## config.mk

```make
export PLATFORM = sky130hd
export DESIGN_NAME = frame_energy_vad
export DESIGN_NICKNAME = d
export VERILOG_FILES = /design/src/rtl/frame_energy_vad.sv
export SDC_FILE = /design/constraint.sdc
export NUM_CORES = 1
export LEC_CHECK = 0
export ABC_AREA = 1
export BUFFER_PORTS_ARGS = -buffer_cell sky130_fd_sc_hd__clkbuf_2
export CAP_MARGIN = 5
export CORE_ASPECT_RATIO = 0.6
export CORE_MARGIN = 4
export CORE_UTILIZATION = 63
export CTS_CLUSTER_DIAMETER = 50
export CTS_CLUSTER_SIZE = 28
export DETAILED_ROUTE_END_ITERATION = 10
export PLACE_DENSITY = 0.88
export SETUP_SLACK_MARGIN = 0.1
export SYNTH_ARGS = -nofsm -noshare
export SYNTH_HDL_FRONTEND = slang
export SYNTH_SLANG_ARGS = --single-unit
```

## constraint.sdc

```tcl
create_clock -name clk -period 3.65 [get_ports clk]
set_input_delay 1.095 -clock clk [delete_from_list [all_inputs] [get_ports clk]]
set_output_delay 1.095 -clock clk [all_outputs]
set_load 0.02 [all_outputs]
```

## src/rtl/frame_energy_vad.sv

```systemverilog
// Purpose: per-frame |sample-128| energy with a hysteresis voice-activity FSM.
// Latency: energy and VAD outputs update 1 cycle after the frame-end sample strobe.
// Backpressure: one-deep output register; a frame finishing while the output is still unconsumed is dropped and overrun pulses.
module frame_energy_vad #(
  parameter int FRAME_LEN    = 64,
  parameter int ENERGY_W     = 16,
  parameter int ON_THRESH    = 1024,
  parameter int OFF_THRESH   = 512,
  parameter int ONSET_FRAMES = 2,
  parameter int HANG_FRAMES  = 4
) (
  input  logic                clk,
  input  logic                reset,
  input  logic [7:0]          sample,
  input  logic                sample_valid,
  output logic [ENERGY_W-1:0] energy,
  output logic                energy_valid,
  input  logic                energy_ready,
  output logic                speech_active,
  output logic                utterance_start,
  output logic                utterance_end,
  output logic                overrun
);

  localparam int CNT_W   = $clog2(FRAME_LEN);
  localparam int RUN_MAX = (ONSET_FRAMES > HANG_FRAMES) ? ONSET_FRAMES : HANG_FRAMES;
  localparam int RUN_W   = $clog2(RUN_MAX + 1);

  localparam logic [CNT_W-1:0]    LAST_IDX   = CNT_W'(FRAME_LEN - 1);
  localparam logic [ENERGY_W-1:0] ON_T       = ENERGY_W'(ON_THRESH);
  localparam logic [ENERGY_W-1:0] OFF_T      = ENERGY_W'(OFF_THRESH);
  localparam logic [RUN_W-1:0]    ONSET_LAST = RUN_W'(ONSET_FRAMES - 1);
  localparam logic [RUN_W-1:0]    HANG_LAST  = RUN_W'(HANG_FRAMES - 1);

  typedef enum logic [1:0] {SILENCE, ONSET, SPEECH, HANGOVER} vad_state_t;

  logic [CNT_W-1:0]    count;
  logic [ENERGY_W-1:0] acc;
  logic [7:0]          dev;
  logic [ENERGY_W:0]   sum;
  logic [ENERGY_W-1:0] frame_e;
  logic                frame_end;
  vad_state_t          state;
  logic [RUN_W-1:0]    run;

  // Deviation from the offset-binary midpoint and the saturating running sum.
  always_comb begin
    dev       = (sample >= 8'd128) ? (sample - 8'd128) : (8'd128 - sample);
    sum       = (ENERGY_W+1)'(acc) + (ENERGY_W+1)'(dev);
    frame_e   = sum[ENERGY_W] ? {ENERGY_W{1'b1}} : sum[ENERGY_W-1:0];
    frame_end = sample_valid && (count == LAST_IDX);
  end

  // Frame accumulator: clears on the frame-end strobe so the next sample starts a fresh frame.
  always_ff @(posedge clk or posedge reset) begin
    if (reset) begin
      count <= '0;
      acc   <= '0;
    end else if (frame_end) begin
      count <= '0;
      acc   <= '0;
    end else if (sample_valid) begin
      count <= count + CNT_W'(1);
      acc   <= frame_e;
    end
  end

  // One-deep output register: load when empty or being drained, otherwise drop and flag overrun.
  always_ff @(posedge clk or posedge reset) begin
    if (reset) begin
      energy       <= '0;
      energy_valid <= 1'b0;
      overrun      <= 1'b0;
    end else begin
      overrun <= 1'b0;
      if (frame_end) begin
        if (!energy_valid || energy_ready) begin
          energy       <= frame_e;
          energy_valid <= 1'b1;
        end else begin
          overrun <= 1'b1;
        end
      end else if (energy_valid && energy_ready) begin
        energy_valid <= 1'b0;
      end
    end
  end

  // Hysteresis VAD: advances once per completed frame, regardless of output handshake.
  always_ff @(posedge clk or posedge reset) begin
    if (reset) begin
      state           <= SILENCE;
      run             <= '0;
      speech_active   <= 1'b0;
      utterance_start <= 1'b0;
      utterance_end   <= 1'b0;
    end else begin
      utterance_start <= 1'b0;
      utterance_end   <= 1'b0;
      if (frame_end) begin
        case (state)
          SILENCE: begin
            if (frame_e >= ON_T) begin
              if (ONSET_FRAMES == 1) begin
                state           <= SPEECH;
                speech_active   <= 1'b1;
                utterance_start <= 1'b1;
              end else begin
                state <= ONSET;
                run   <= RUN_W'(1);
              end
            end
          end
          ONSET: begin
            if (frame_e >= ON_T) begin
              if (run == ONSET_LAST) begin
                state           <= SPEECH;
                speech_active   <= 1'b1;
                utterance_start <= 1'b1;
              end else begin
                run <= run + RUN_W'(1);
              end
            end else begin
              state <= SILENCE;
            end
          end
          SPEECH: begin
            if (frame_e < OFF_T) begin
              if (HANG_FRAMES == 1) begin
                state         <= SILENCE;
                speech_active <= 1'b0;
                utterance_end <= 1'b1;
              end else begin
                state <= HANGOVER;
                run   <= RUN_W'(1);
              end
            end
          end
          HANGOVER: begin
            if (frame_e >= OFF_T) begin
              state <= SPEECH;
            end else if (run == HANG_LAST) begin
              state         <= SILENCE;
              speech_active <= 1'b0;
              utterance_end <= 1'b1;
            end else begin
              run <= run + RUN_W'(1);
            end
          end
          default: begin
            state         <= SILENCE;
            speech_active <= 1'b0;
          end
        endcase
      end
    end
  end

endmodule

```

### After elaboration in Yosys (flattened, before gate mapping)

Cells that the tools add are included.
Widths: inputs -> output; s select.

| cells by class | value |
|---|---|
| add/sub/neg operators | 5 |
| order comparisons | 4 |
| equal/unequal tests | 17 |
| mux-type cells | 38 |
| reduce and logical (&&, ||, !) cells | 13 |

Operators by type and width:

| cell | number |
|---|---|
| $mux 16 | 3 |
| $mux 3 | 6 |
| $add 16x8->17 | 1 |
| $mux 1 | 17 |
| $ge 16x10->1 const B | 1 |
| $ge 16x11->1 const B | 1 |
| $lt 16x10->1 const B | 1 |
| $ne 2x2->1 const B | 8 |
| $mux 2 | 6 |
| $mux 6 | 2 |
| $pmux 3 s4 | 1 |
| $ge 8x8->1 const B | 1 |
| $mux 8 | 1 |
| $pmux 2 s4 | 1 |
| $sub 8x8->8 const A | 1 |
| $sub 8x8->8 const B | 1 |
| $reduce_and 7->1 | 1 |
| $add 6x1->6 const B | 1 |
| $eq 6x6->1 const B | 1 |
| $ne 3x3->1 const B | 2 |
| $reduce_and 6->1 | 1 |
| $reduce_bool 2->1 | 3 |
| $reduce_and 5->1 | 1 |
| $eq 2x2->1 const B | 2 |
| other kinds (11) | 13 |

| storage, ports and cells | value |
|---|---|
| flip-flop bits (word level) | 48 |
| bits of input ports | 12 |
| output and inout bits | 21 |
| logic and storage cells | 87 |

### Logic depth before layout (Yosys ltp)

Gate-level depths: netlist of the first run.

| logic depth | value |
|---|---|
| depth after elaboration | 8 |
| mapped depth | 24 |
| gate-level depth less buffers | 24 |

### Worst setup path after synthesis of the first run

Ideal clock, no wire load.

| timing path | value |
|---|---|
| path kind | input to register |
| from | input sample[0] |
| to | register run[0] |
| library setup time | 117 ps |
| data arrival time | 3292 ps |
| data required time | 3533 ps |
| slack | 242 ps |
| stages on the path | 22 |
| buffers on the path | 0 |
| path through | inv_1 ha_1 inv_1 o21ai_0 inv_1 fa_1 inv_1 nand3_1 nand3_1 nand2_2 nand2_4 nand3_1 nand2_2 nand2_4 nor2_4 nand2_2 nand2_2 nand2_2 nor2_4 nand2_2 nand2_1 nand2_1 |

| on the way | value |
|---|---|
| word-level cells in the longest chain between the ends | 7 |
| elaborated cells between the ends (all ways) | 14 |
| classes of those cells | add/sub (3); order compare (4); eq/ne (4); mux (2); reduce/logical (1) |

RTL lines:

| item | line | source |
|---|---|---|
| start: declaration | 14 | `input logic [7:0] sample,` |
| $sub 8x8->8 or $ge 8x8->1 (tied branches) | 48 | `dev = (sample >= 8'd128) ? (sample - 8'd128) : (8'd128 - sample);` |
| $mux 8 (*) | 48 |  |
| $add 16x8->17 (*) | 49 | `sum = (ENERGY_W+1)'(acc) + (ENERGY_W+1)'(dev);` |
| $mux 16 (*) | 50 | `frame_e = sum[ENERGY_W] ? {ENERGY_W{1'b1}} : sum[ENERGY_W-1:0];` |
| $ge 16x10->1 (tied with other cells) | 140 | `if (frame_e >= OFF_T) begin` |
| $ne 2x2->1 (no source line) | - |  |
| $reduce_and 7->1 (no source line) (*) | - |  |
| end signal: assignment | 121 | `run <= run + RUN_W'(1);` |
| end signal: assignment | 147 | `run <= run + RUN_W'(1);` |
| end: declaration | 44 | `logic [RUN_W-1:0] run;` |

Mark *: on every way between the ends. The rest lies on a longest branch, timed or not.
A chain may end at the register's enable or synchronous reset.

### Final worst setup path of the first run

| timing path | value |
|---|---|
| from | input sample[1] |
| to | register run[0] |

The elaborated chain is that of the path after synthesis.

==> impl_summary.md, run 1 <==
Synth
By area the synthesized netlist is led by sky130_fd_sc_hd__dfrtp_1, sky130_fd_sc_hd__nand2_1, sky130_fd_sc_hd__inv_1. Averaged over all synthesized cells, the footprint is approximately 7.4 um^2. The number of flops mapped to enable cells by yosys is 0.

The largest area contributor in the netlist is sky130_fd_sc_hd__dfrtp_1. The fraction of registers with async set/reset is 100%. The portion of the post-synthesis area used by sequential elements is between 30% and 40%. The post-synth net total is roughly 440. The top cell type by area accounts for around 40% of the synthesized area. The leading register cell type out of synthesis is sky130_fd_sc_hd__dfrtp_1. The synthesized design contains 48 register bits. The number of distinct library cell variants in the gate-level netlist after synthesis is 33. The instance count of the mapped netlist is around 410. Summing every instance area after synthesis gives between 3000 and 4000 um^2. The Yosys step of the flow raised 0 warnings.

Die
The starting density of the core is around 66%. The die covers between 6000 and 7000 um^2. In this run the vertical extent of the chip is slightly above 60 um. The core footprint is 4610 um^2. The die is between 90 and 100 um wide. The initialized floorplan defines 19 standard-cell rows. The number of ports placed on the die boundary is 33.

Drt
The number of vias per cell is about 5.6. Dividing the detail-routed wire length by the instance count gives between 15 and 20 um. The first-pass detailed-route iteration total is 5. The via count is roughly 2,900.

The final layout contains routed wiring with a total length of ~8000 um. The number of nets with antenna violations after routing is 0. The number of remaining DRC errors is 0. The detailed router finished its first iteration with between 200 and 300 violations.

Flow run
The number of maximum-capacitance violations is 0.

Finish
The signed area change from the synthesized netlist to the final layout is 17.0%. The post-route netlist has 24.9% of its cells at a drive strength greater than 1. The number of inserted filler cells in the final layout is approximately 330. 0 antenna diodes ended up in the layout. The final net count is between 400 and 500.

Clocking
The count of clock tree sinks is 48. The clock tree root driver cell is sky130_fd_sc_hd__clkbuf_8. The TritonCTS clock tree is done. The clock passes through at most 2 buffers. The clock slew at the register clock pins of the worst setup and hold paths is approximately 90 ps. Counting the buffers created by CTS gives 5. For the worst-skew pair, the clock arrives at the later sink with an insertion delay of slightly above 300 ps.

In this run the number of H-tree levels came out at 2.

Global routing
The overall global routing resource usage is a little over a quarter. The via count of the first global-routing pass was approximately 2,700. The initial antenna violation count came to 0. The maximum number of pins on one net before global-route repair is slightly below 50. The sum of overflow across all layers after global routing is 0. The first global-routing pass estimated about 13,000 um of wire.

Critical path
By startpoint and endpoint, the worst setup path is classified as in -> reg. Data on the critical path arrives at its endpoint at 3690 ps. The nature of the critical path endpoint is a register.

The count of cells along the worst register-to-register path is 19. The kind of launch point of the worst setup path is an input port. The largest single stage delay on the critical path is roughly 330 ps. STA puts the critical path data required time at 3850 ps. The endpoint identified for the worst register-to-register timing path is run[0]$_DFFE_PP0P_.

The setup check on the worst reg-to-reg path leaves a slack of around 1100 ps. The slowest stage cell on the critical path is sky130_fd_sc_hd__ha_1. Along the worst path, the maximum fanout reaches 4. The reg-to-reg critical path startpoint is acc[0]$_DFFE_PP0P_.

The critical path goes through clkbuf_2 -> inv_1 -> ha_2 -> a21oi_4 -> nor2_2 -> xnor2_2 -> ha_1 -> nand2_2 -> inv_1 -> a21oi_2 -> nand2_2 -> nand2_2 -> nand3_1 -> nand2_2 -> nand2_2 -> nor2_4 -> nand2_2 -> nand2_2 -> nand2_2 -> nor2_4 -> nand2_2 -> nand2_2 -> nand2_1. By instance count, the cell type seen most on the critical path is sky130_fd_sc_hd__nand2_2.

STA
The final critical-path share of the clock period is 95.6%. The clock arrives with 9.08 ps of skew. The pin slew with the least headroom to its limit is about 980 ps.

The minimum clock period after layout is about 3500 ps. For this run, the top clock speed supported by timing is between 200 and 300 MHz. The worst pin sits at a relative slew slack of around a third. The count of final max-slew check failures came to 0. Setup repair after global routing left no endpoint under its margin. The final number of hold-violating endpoints was 0. The post-route setup TNS is 0 ps. Setup violations remaining at the end of the flow were counted as 0.

Hold path
The terminating pin of the worst hold path is speech_active$_DFFE_PP0P_. The worst hold path passes through 2 cells. The worst hold path belongs to the class reg -> reg. The startpoint identified for the worst hold timing path is speech_active$_DFFE_PP0P_.

Pwr
IR analysis of the VDD net gives a maximum drop of between 0.3 and 0.4 mV. Net switching is about 46% of the power. The internal power of the cells totals ~1.3 mW.

The power density over cell area is ~680 nW/um^2. The portion of total power attributed to sequential cells is around a third. The static leakage power is 1.94 nW.

The share of power burned in combinational logic is 51.1%. The switching power summed over all nets is about 1.1 mW. The part of the total power dissipated in the clock network is about 14%. The power after layout is about 2.4 mW.

Placement
Detailed placement ended at an HPWL of 5700 um. The count of input and output buffers is 32. The routability congestion estimate from global placement is between 0.9 and 1.

Outcome
The run finished with clean final reports.
==> synth_stat cells, types with 3 or more instances <==
master                    count
sky130_fd_sc_hd__o21ai_1     10
sky130_fd_sc_hd__nor2_4       4
sky130_fd_sc_hd__xnor2_1      3
sky130_fd_sc_hd__a21oi_1      9
sky130_fd_sc_hd__nor2_1      29
sky130_fd_sc_hd__o21ai_0     16
sky130_fd_sc_hd__nor3_1       4
sky130_fd_sc_hd__nand2_2     20
sky130_fd_sc_hd__ha_1        14
sky130_fd_sc_hd__nand2_1    116
sky130_fd_sc_hd__nand4_1      3
sky130_fd_sc_hd__o22ai_1      7
sky130_fd_sc_hd__nand3_1     26
sky130_fd_sc_hd__dfrtp_1     48
sky130_fd_sc_hd__xor2_1      10
sky130_fd_sc_hd__nor2_2       4
sky130_fd_sc_hd__inv_1       58
sky130_fd_sc_hd__inv_2        5
==> timing repair <==
| item | 4_1_cts | 5_1_grt |
|---|---|---|
| setup buffers | 0 | 6 |
| gates resized for setup | 2 | 16 |
| pin swaps | 1 | 10 |
| endpoints found under the hold margin | 0 | 0 |
| cloned | 0 | 0 |
| hold buffers | 0 | 0 |
| setup endpoints to repair | 1 | 6 |
==> sequential cells by signal, summed over array words and instances, names as in the netlist <==
| signal | flops |
|---|---|
| overrun | 1 |
| acc | 16 |
| utterance_end | 1 |
| energy_valid | 1 |
| count | 6 |
| state | 2 |
| utterance_start | 1 |
| energy | 16 |
| speech_active | 1 |
| run | 3 |
==> layout by cell type (no fill, tap or decap), types with 2 or more instances in the layout <==
cell type	count
sky130_fd_sc_hd__a21oi_1	8
sky130_fd_sc_hd__buf_4	19
sky130_fd_sc_hd__clkbuf_2	32
sky130_fd_sc_hd__clkbuf_8	6
sky130_fd_sc_hd__clkinv_1	2
sky130_fd_sc_hd__dfrtp_1	48
sky130_fd_sc_hd__ha_1	13
sky130_fd_sc_hd__inv_1	56
sky130_fd_sc_hd__inv_2	7
sky130_fd_sc_hd__nand2_1	113
sky130_fd_sc_hd__nand2_2	22
sky130_fd_sc_hd__nand2_4	3
sky130_fd_sc_hd__nand3_1	25
sky130_fd_sc_hd__nand3_2	3
sky130_fd_sc_hd__nand3b_1	2
sky130_fd_sc_hd__nand4_1	3
sky130_fd_sc_hd__nor2_1	25
sky130_fd_sc_hd__nor2_2	7
sky130_fd_sc_hd__nor2_4	5
sky130_fd_sc_hd__nor3_1	4
sky130_fd_sc_hd__nor3_2	2
sky130_fd_sc_hd__o21ai_0	15
sky130_fd_sc_hd__o21ai_1	10
sky130_fd_sc_hd__o22ai_1	7
sky130_fd_sc_hd__xnor2_1	2
sky130_fd_sc_hd__xor2_1	10
==> worst max-delay path by stage <==
stage	cells after the start	start	end	slack [ps]
6_report	23	sample[1]	run[0]$_DFFE_PP0P_	160
5_1_grt	23	sample[1]	run[0]$_DFFE_PP0P_	30
4_1_cts	23	sample[1]	run[0]$_DFFE_PP0P_	120
3_5_place_dp	23	sample[1]	run[0]$_DFFE_PP0P_	-150
3_3_place_gp	23	sample[1]	run[2]$_DFFE_PP0P_	-30
2_1_floorplan	22	sample[0]	run[0]$_DFFE_PP0P_	240
==> cell families after synthesis <==
family | after synthesis | synth area share (%)
buffers and inverters | 70 | 8.79
adder cells (fa/ha/maj) | 15 | 6.44
flip-flops | 48 | 39.6
AO/OA/AOI/OAI | 44 | 7.76
AND/OR/NAND/NOR | 218 | 33.7
XOR/XNOR | 13 | 3.75
==> cell type report <==
cell class / instances / area, um^2 / area share, %
inverters: 65 / 244 / 6.88
well taps: 63 / 78.8 / 2.22
flip-flops and latches: 48 / 1200 / 33.9
clock inverters: 2 / 13.8 / 0.388
repair buffers: 51 / 303 / 8.53
multi-input cells: 290 / 1630 / 45.8
clock buffers: 6 / 82.6 / 2.33
==> power by group through the flow <==
stage / Clock (mW) / Sequential, mW / Combinational [mW]
finish: 0.348 / 0.830 / 1.23
global route: 0.370 / 0.845 / 1.36
CTS: 0.344 / 0.821 / 1.14
detailed placement: 0 / 0.825 / 1.12
global placement: 0 / 0.818 / 1.08
floorplan: 0 / 0.852 / 0.755
==> layer usage <==
metal	wire length, um	vias to the layer above	GRT usage (%)
met1	3460	1360	37.6
met2	3570	157	44.1
met5	0	-	0
met4	269	0	6.90
met3	713	39	5.35
li1	-	1383	-
==> per-stage QoR <==
stage	std cells	util (%)	area (um^2)	setup WS [ps]	hold WS, ps
after floorplan	408	-	3030	242	442
after global placement	511	72.6	3350	-33.1	461
after detailed placement	511	72.6	3350	-149	465
after CTS	519	74.9	3450	123	494
after global routing	525	76.9	3550	32.4	507
final	525	76.9	3550	159	486
==> worst max-delay path, delay by kind of cell <==
family,cells,cell delay [ps]
buf+inv,3,220
fa+ha+maj,2,520
compound gates,2,280
xor+xnor,1,150
simple gates,15,1410
No activity file was read; power rests on OpenSTA's default activity.
==> run 2, diff against run 1 <==
--- a/config.mk
+++ b/config.mk
@@ -10,11 +10,12 @@
 export CAP_MARGIN = 5
 export CORE_ASPECT_RATIO = 0.6
 export CORE_MARGIN = 4
-export CORE_UTILIZATION = 63
+export CORE_UTILIZATION = 59
 export CTS_CLUSTER_DIAMETER = 50
 export CTS_CLUSTER_SIZE = 28
 export DETAILED_ROUTE_END_ITERATION = 10
-export PLACE_DENSITY = 0.88
+export GPL_TIMING_DRIVEN = 1
+export PLACE_DENSITY = 0.83
 export SETUP_SLACK_MARGIN = 0.1
 export SYNTH_ARGS = -nofsm -noshare
 export SYNTH_HDL_FRONTEND = slang
==> constraint.sdc (replaced) <==
create_clock -name clk -period 3.9 [get_ports clk]
set_input_delay 1.17 -clock clk [delete_from_list [all_inputs] [get_ports clk]]
set_output_delay 1.17 -clock clk [all_outputs]
set_load 0.02 [all_outputs]
==> run 2 against run 1 <==
Non-clock buffer count shrank 19. Worst setup slack improved by 140 ps. Sequential share of layout area rose by 1.6 points. Highest routed layer unchanged.
==> impl_summary.md, run 2 (synthesis gave the netlist of run 1 again) <==
Pwr
The worst-case vdd ir drop is 0.454 mV (+20%). The cell internal power dissipation is 1.18 mW (-8.9%). The part of the total power dissipated in the clock network is 17.6% (+3.1 points). The switching power summed over all nets is 0.996 mW (-11%). The share of power burned in combinational logic is 47.1% (-4.0 points). The static leakage power is 1.85 nW (-4.5%). The power after layout is 2.17 mW (-9.9%). The switching part of the total is 45.9% (-0.55 points). The portion of total power attributed to sequential cells came to 35.3% (+0.9 points). The power density over cell area is 640 nW/um^2 (-5.7%).

Critical path
The critical path is of the in -> reg type. The maximum fanout along the worst path is 5 (+1). The arrival time at the worst endpoint came to 3810 ps (+120 ps). The kind of launch point of the worst setup path is an input port. STA classifies the critical path endpoint as a register. The critical path required time came to 4100 ps (+250 ps).

Global routing
The maximum number of pins on one net before global-route repair is 49 (unchanged). The initial antenna violation count is 0 (unchanged). The overall global routing resource usage came to 24.0% (-2.8 points).

The first-pass GRT wire length is 12,300 um (-3.1%). The via count of the first global-routing pass is 2,628 (-0.83%). The sum of overflow across all layers after global routing is 0 (unchanged).

STA
The final number of setup-violating endpoints is 0 (unchanged). The final number of hold-violating endpoints is 0 (unchanged). The top achievable clock speed is approximately 280 MHz. Setup repair after global routing left no endpoint under its margin. The pin slew with the least headroom to its limit came to 984 ps (+8.18 ps). The relative slew slack is 34.3% (-0.55 points). The count of final max-slew check failures came to 0 (unchanged). Of the available clock period, the critical path in the final layout requires between 90 and 100%. The minimum clock period after layout is 3610 ps. The post-route worst hold slack is 499 ps (+13.2 ps). The worst clock skew is 7.23 ps (-1.86 ps).

Clocking
The count of clock tree sinks came to 48 (unchanged). The buffer levels on the longest clock path is 2 (unchanged). The number of H-tree branching levels is 2 (unchanged). The clock tree root driver cell is sky130_fd_sc_hd__clkbuf_8.

The insertion delay of the later-clocked pin in the worst-skew pair came to 310 ps (about the same). The clock slew at the register clock pins of the worst setup and hold paths is 90 ps (about the same). The total clock buffers created by CTS is 5 (unchanged). The TritonCTS clock tree is done.

Die
The area of the die is 6390 um^2 (+6.0%). The chip height came to 63.5 um (+2.9%). The site row count is 19 (unchanged). The starting density of the core is 63.8% (-2.0 points).

The die outline width is 101 um (+3.1%). The number of ports placed on the die boundary came to 33 (unchanged). The core footprint was 4750 um^2 (+3.1%).

Flow run
The number of maximum-capacitance violations is 0 (unchanged).

Finish
Leaving out fill and tap cells, the most frequent cells in the layout are sky130_fd_sc_hd__nand2_1, sky130_fd_sc_hd__inv_1, sky130_fd_sc_hd__dfrtp_1. The commonest non-fill, non-tap cell in the layout is sky130_fd_sc_hd__nand2_1. The number of standard cells in the layout, taps in and fillers out is 506 (-3.6%). The number of diodes came to 0 (unchanged). The layout cell share with drive strength beyond 1 came to 19.4% (-5.5 points). The final design utilization is 71.3% (-5.7 points). The largest registers in the layout are acc (16), energy (16), count (6).

The signed area change from the synthesized netlist to the final layout is 11.8%. The final net count was 469 (-3.9%).

Outcome
The run finished with clean final reports.

Placement
The count of input and output buffers is 32 (unchanged). The number of placed instances with taps included is 498 (-2.5%). The half-perimeter wire length after detailed placement is 5550 um (-2.6%). The routability congestion estimate from global placement came to 0.952 (-3.4%).

Hold path
The worst hold path class is reg -> reg.

Drt
The number of DRC markers after the initial detailed-route iteration was 193 (-34%). The number of remaining DRC errors came to 0 (unchanged). The average routed wire per standard cell was 14.5 um (-5.3%). The number of nets with antenna violations after routing is 0 (unchanged). The via count was 2,759 (-6.1%). The wire length after detailed routing is 7320 um (-8.7%). The number of vias per cell is 5.45 (-2.6%).

The first-pass detailed-route iteration total is 4 (-1).
-- run 2: changes by cell type in the layout (fill, tap and decap cells not counted), moves of 2 or more --
| cell | delta |
|---|---|
| sky130_fd_sc_hd__buf_4 | -19 |
| sky130_fd_sc_hd__nor2_1 | +4 |
| sky130_fd_sc_hd__nand2_2 | -2 |
| sky130_fd_sc_hd__nand2_1 | +3 |
| sky130_fd_sc_hd__nor2_2 | -3 |
-- run 2: layer usage --
metal | part of all wire [%] | track usage (%) | up-vias
met5 | 0 | 0 | -
li1 | - | - | 1356
met4 | 1.6 | 5.55 | 0
met1 | 47 | 35.1 | 1288
met3 | 6.5 | 4.74 | 18
met2 | 45 | 36.6 | 97
-- run 2: final cells by class --
| class | count | area [um^2] |
|---|---|---|
| fill | 396 | 1370 |
| clock inverter | 3 | 46.3 |
| timing repair buffer | 32 | 160 |
| clock buffer | 5 | 68.8 |
| multi-input combinational | 290 | 1590 |
| inverter | 65 | 244 |
| tap | 63 | 78.8 |
| sequential | 48 | 1200 |
-- run 2: path summary, 6_finish.rpt --
| kind | from | endpoint | slack [ps] | cells past startpoint |
|---|---|---|---|---|
| setup / recovery | sample[0] | run[2]$_DFFE_PP0P_ | 290 | 23 |
| min in group asynchronous | reset | acc[14]$_DFFE_PP0P_ | 1070 | 2 |
| max in group asynchronous | reset | utterance_end$_DFF_PP0_ | 2230 | 2 |
| hold / removal | speech_active$_DFFE_PP0P_ | speech_active$_DFFE_PP0P_ | 500 | 2 |
| hold reg to reg | speech_active$_DFFE_PP0P_ | speech_active$_DFFE_PP0P_ | 500 | 2 |
| setup reg to reg | acc[0]$_DFFE_PP0P_ | run[2]$_DFFE_PP0P_ | 1340 | 19 |
-- run 2: critical path, cell delays in order --
cell and delay [ps]:
sky130_fd_sc_hd__clkbuf_2 120, sky130_fd_sc_hd__inv_1 60, sky130_fd_sc_hd__ha_1 270, sky130_fd_sc_hd__inv_1 40, sky130_fd_sc_hd__o21ai_2 150, sky130_fd_sc_hd__inv_1 80
sky130_fd_sc_hd__fa_1 410, sky130_fd_sc_hd__inv_1 110, sky130_fd_sc_hd__nand3_1 90, sky130_fd_sc_hd__nand3_2 120, sky130_fd_sc_hd__nand2_2 80, sky130_fd_sc_hd__nand2_4 110
sky130_fd_sc_hd__nand3_2 80, sky130_fd_sc_hd__nand2_2 130, sky130_fd_sc_hd__nand2_2 80, sky130_fd_sc_hd__nor2_4 110, sky130_fd_sc_hd__nand2_2 90, sky130_fd_sc_hd__nand2_2 90
sky130_fd_sc_hd__nand2_2 60, sky130_fd_sc_hd__nor2_4 130, sky130_fd_sc_hd__nand2_2 80, sky130_fd_sc_hd__nand2_1 70, sky130_fd_sc_hd__nand2_1 60
-- run 2: power groups by stage --
stage	clock network [mW]	logic (mW)	registers, mW
6_report	0.382	1.02	0.767
5_1_grt	0.402	1.15	0.784
4_1_cts	0.381	1.01	0.763
3_5_place_dp	0	0.998	0.769
3_3_place_gp	0	0.963	0.765
2_1_floorplan	0	0.706	0.798
-- run 2: timing repair --
action | CTS | global route
buffers inserted | 0 | 0
hold buffers | 0 | 0
endpoints found under the setup margin | 4 | 6
gates resized for setup | 1 | 5
-- run 2: through the flow --
| step | cell area (um^2) | setup TNS (ps) | setup WS [ps] |
|---|---|---|---|
| after floorplan | 3030 | 0 | 417 |
| after global placement | 3250 | -449 | -102 |
| after detailed placement | 3250 | -1240 | -243 |
| after CTS | 3360 | 0 | 150 |
| after global routing | 3390 | 0 | 142 |
| final | 3390 | 0 | 294 |
==> run 3, diff against run 2 <==
--- a/config.mk
+++ b/config.mk
@@ -10,13 +10,14 @@
 export CAP_MARGIN = 5
 export CORE_ASPECT_RATIO = 0.6
 export CORE_MARGIN = 4
-export CORE_UTILIZATION = 59
+export CORE_UTILIZATION = 63
 export CTS_CLUSTER_DIAMETER = 50
 export CTS_CLUSTER_SIZE = 28
 export DETAILED_ROUTE_END_ITERATION = 10
 export GPL_TIMING_DRIVEN = 1
-export PLACE_DENSITY = 0.83
+export PLACE_DENSITY = 0.88
 export SETUP_SLACK_MARGIN = 0.1
+export SLEW_MARGIN = 20
 export SYNTH_ARGS = -nofsm -noshare
 export SYNTH_HDL_FRONTEND = slang
 export SYNTH_SLANG_ARGS = --single-unit
==> constraint.sdc (replaced) <==
create_clock -name clk -period 4.17 [get_ports clk]
set_input_delay 1.251 -clock clk [delete_from_list [all_inputs] [get_ports clk]]
set_output_delay 1.251 -clock clk [all_outputs]
set_load 0.02 [all_outputs]
==> run 3 against run 2 <==
Final cell count stayed put. Combinational power is 7% lower. Worst setup slack better by 66 ps. Clock power is 6.3% higher. Sequential share of layout area hardly changed. Core utilization is 2.2 points higher. Critical path depth is 2 lower. Register-to-register slack better by 180 ps. Clock-buffer cell count stayed put. Design area hardly changed. Clock skew is 1.8 ps higher. Largest cell class unchanged. Highest routed layer unchanged.
==> impl_summary.md, run 3 (synthesis gave the netlist of run 1 again) <==
Global routing
The maximum number of pins on one net before global-route repair is 49 (unchanged). The first-pass GRT wire length is 12,000 um (-2.4%). The overall global routing resource usage came to 25.0% (+1.0 points). The initial antenna violation count is 0 (unchanged). The sum of overflow across all layers after global routing is 0 (unchanged). The via count of the first global-routing pass is 2,543 (-3.2%).

Clocking
The total clock buffers created by CTS is 5 (unchanged). The clock slew at the register clock pins of the worst setup and hold paths is 90 ps (about the same). The number of H-tree branching levels is 2 (unchanged).

TritonCTS built the clock tree. The buffer levels on the longest clock path is 2 (unchanged). The clock tree root driver cell is sky130_fd_sc_hd__clkbuf_8. The count of clock tree sinks is 48 (unchanged). The insertion delay of the later-clocked pin in the worst-skew pair is 300 ps (about the same).

Finish
The number of inserted filler cells in the final layout is 355 (-10%). The final net count is 469 (unchanged). The total non-filler cell area in the finished layout is 3390 um^2 (about the same).

Leaving out fill and tap cells, the most frequent cells in the layout are sky130_fd_sc_hd__nand2_1, sky130_fd_sc_hd__inv_1, sky130_fd_sc_hd__dfrtp_1. The signed area change from the synthesized netlist to the final layout is 11.7% (about the same). The largest registers in the layout are acc (16), energy (16), count (6). The number of standard cells in the layout, taps in and fillers out is 506 (unchanged). The final design utilization is 73.5% (+2.2 points). The number of diodes is 0 (unchanged).

The commonest non-fill, non-tap cell in the layout is sky130_fd_sc_hd__nand2_1. The layout cell share with drive strength beyond 1 is 18.5% (-0.90 points).

STA
The top achievable clock speed is between 200 and 300 MHz. The post-route setup TNS was 0 ps (unchanged). The final number of hold-violating endpoints is 0 (unchanged). The final critical-path share of the clock period is between 90% and 100%. The post-layout worst setup margin is 360 ps (+65.5 ps). The pin slew with the least headroom to its limit is 913 ps (-70.3 ps).

The count of final max-slew check failures is 0 (unchanged). The minimum clock period after layout is 3810 ps. Setup repair after global routing left no endpoint under its margin.

The post-route worst hold slack came to 482 ps (-16.8 ps). The final number of setup-violating endpoints came to 0 (unchanged). The relative slew slack came to 39.0% (+4.7 points).

The worst clock skew is 9.05 ps (+1.82 ps).

Drt
The wire length after detailed routing is 7100 um (-3.0%). The met2 wire length is 3070 um (-6.7%). The number of DRC markers after the initial detailed-route iteration was 270 (+40%).

The number of vias per cell was 5.43 (-0.33%). The number of remaining DRC errors came to 0 (unchanged). Routed signal wires occupy layers up through met4. The total length of routed met3 wires is 636 um (+34%). The average routed wire per standard cell is 14.0 um (-3.0%). The number of nets with antenna violations after routing is 0 (unchanged). The length of routed wiring on met1 is 3280 um (-4.3%). The via count is 2,750 (-0.33%). The first-pass detailed-route iteration total was 5 (+1).

Critical path
The nature of the critical path endpoint is a register. The kind of launch point of the worst setup path is an input port. The arrival time at the worst endpoint is 4010 ps (+200 ps). In this run the critical register-to-register path is launched from acc[0]$_DFFE_PP0P_.

The setup path with the least slack is of type in -> reg. The count of cells along the worst register-to-register path is 17 (-2). The worst reg-to-reg setup slack is 1520 ps (+180 ps). The maximum fanout along the worst path is 8 (+3). The critical path required time is 4370 ps (+270 ps).

The end of the worst register-to-register path is run[0]$_DFFE_PP0P_.

Die
The chip height was 61.7 um (-2.8%). The starting density of the core came to 65.8% (+2.0 points). The core footprint is 4610 um^2 (-3.0%). The die outline width came to 97.6 um (-3.0%). The site row count is 19 (unchanged). The area of the die came to 6020 um^2 (-5.7%).

The number of ports placed on the die boundary is 33 (unchanged).

Placement
The cell area after placement is 3250 um^2 (unchanged). The number of placed instances with taps included is 498 (unchanged). The half-perimeter wire length after detailed placement was 5280 um (-4.9%). The count of input and output buffers was 32 (unchanged). The worst setup timing slack at the placement stage is 80.9 ps (+324 ps). The routability congestion estimate from global placement is 0.966 (+1.4%).

Pwr
The power after layout was 2.08 mW (-4.3%). The part of the total power dissipated in the clock network was 19.6% (+2.0 points). The worst-case vdd ir drop came to 0.334 mV (-26%).

The switching part of the total is 44.3% (-1.6 points). The static leakage power came to 1.85 nW (about the same). The switching power summed over all nets came to 0.921 mW (-7.5%).

The portion of total power attributed to sequential cells was 34.6% (-0.7 points). The cell internal power dissipation is 1.16 mW (-1.5%). The power density over cell area is 613 nW/um^2 (-4.2%). The share of power burned in combinational logic is 45.9% (-1.2 points).

Outcome
The run finished with clean final reports.

Hold path
The instance count along the most critical hold path is 2 (unchanged). The worst hold path class is reg -> reg. The startpoint of the most critical hold path is speech_active$_DFFE_PP0P_.

The path with the worst hold slack has its endpoint at speech_active$_DFFE_PP0P_.

Flow run
The number of maximum-capacitance violations is 0 (unchanged).
## run 3: worst max-delay path, cell delays in order
cell,delay [ps]
sky130_fd_sc_hd__clkbuf_2,110
sky130_fd_sc_hd__inv_1,60
sky130_fd_sc_hd__ha_1,270
sky130_fd_sc_hd__inv_1,40
sky130_fd_sc_hd__o21ai_1,190
sky130_fd_sc_hd__inv_1,90
sky130_fd_sc_hd__fa_1,420
sky130_fd_sc_hd__inv_1,110
sky130_fd_sc_hd__nand3_1,70
sky130_fd_sc_hd__nand3_1,170
sky130_fd_sc_hd__nand2_2,90
sky130_fd_sc_hd__nand2_4,100
sky130_fd_sc_hd__nand3_2,190
sky130_fd_sc_hd__nand3_1,210
sky130_fd_sc_hd__nor2_2,80
sky130_fd_sc_hd__nand3_1,100
sky130_fd_sc_hd__nand2_2,90
sky130_fd_sc_hd__nor2_4,170
sky130_fd_sc_hd__nand2_2,70
sky130_fd_sc_hd__nand2_1,70
sky130_fd_sc_hd__nand2_1,60
## run 3: what timing repair did
item	in CTS	in global routing
gates resized for setup	0	1
endpoints found under the setup margin	0	6
hold buffers	0	0
buffers inserted	0	0
## run 3: metal layers
metal,up-vias,GRT usage (%)
met5,-,0
met4,0,5.92
met3,20,6.24
met2,126,38.6
met1,1262,36.3
li1,1342,-
## run 3: how the worst max path moves through the flow
stage               from                  to  slack [ps]  depth (start not counted)
2_1_floorplan  sample[0]  run[0]$_DFFE_PP0P_         610                         22
3_3_place_gp   sample[0]  run[0]$_DFFE_PP0P_         120                         21
3_5_place_dp   sample[0]  run[0]$_DFFE_PP0P_          80                         21
4_1_cts        sample[0]  run[0]$_DFFE_PP0P_         350                         21
5_1_grt        sample[0]  run[2]$_DFFE_PP0P_         110                         21
6_report       sample[0]  run[0]$_DFFE_PP0P_         360                         21
## run 3: power groups by stage
stage / Combinational (mW) / Clock (mW) / Sequential [mW]
after CTS: 0.941 / 0.409 / 0.714
final: 0.953 / 0.406 / 0.719
after global routing: 1.06 / 0.432 / 0.736
after floorplan: 0.661 / 0 / 0.746
after detailed placement: 0.925 / 0 / 0.720
after global placement: 0.909 / 0 / 0.716
## run 3: layout make-up
class	count	area, um^2	share of cell area (%)
Clock buffer	5	68.8	2.03
Clock inverter	3	68.8	2.03
Inverter	65	245	7.24
Multi-Input combinational cell	290	1570	46.2
Sequential cell	48	1200	35.5
Tap cell	63	78.8	2.33
Timing Repair Buffer	32	160	4.73
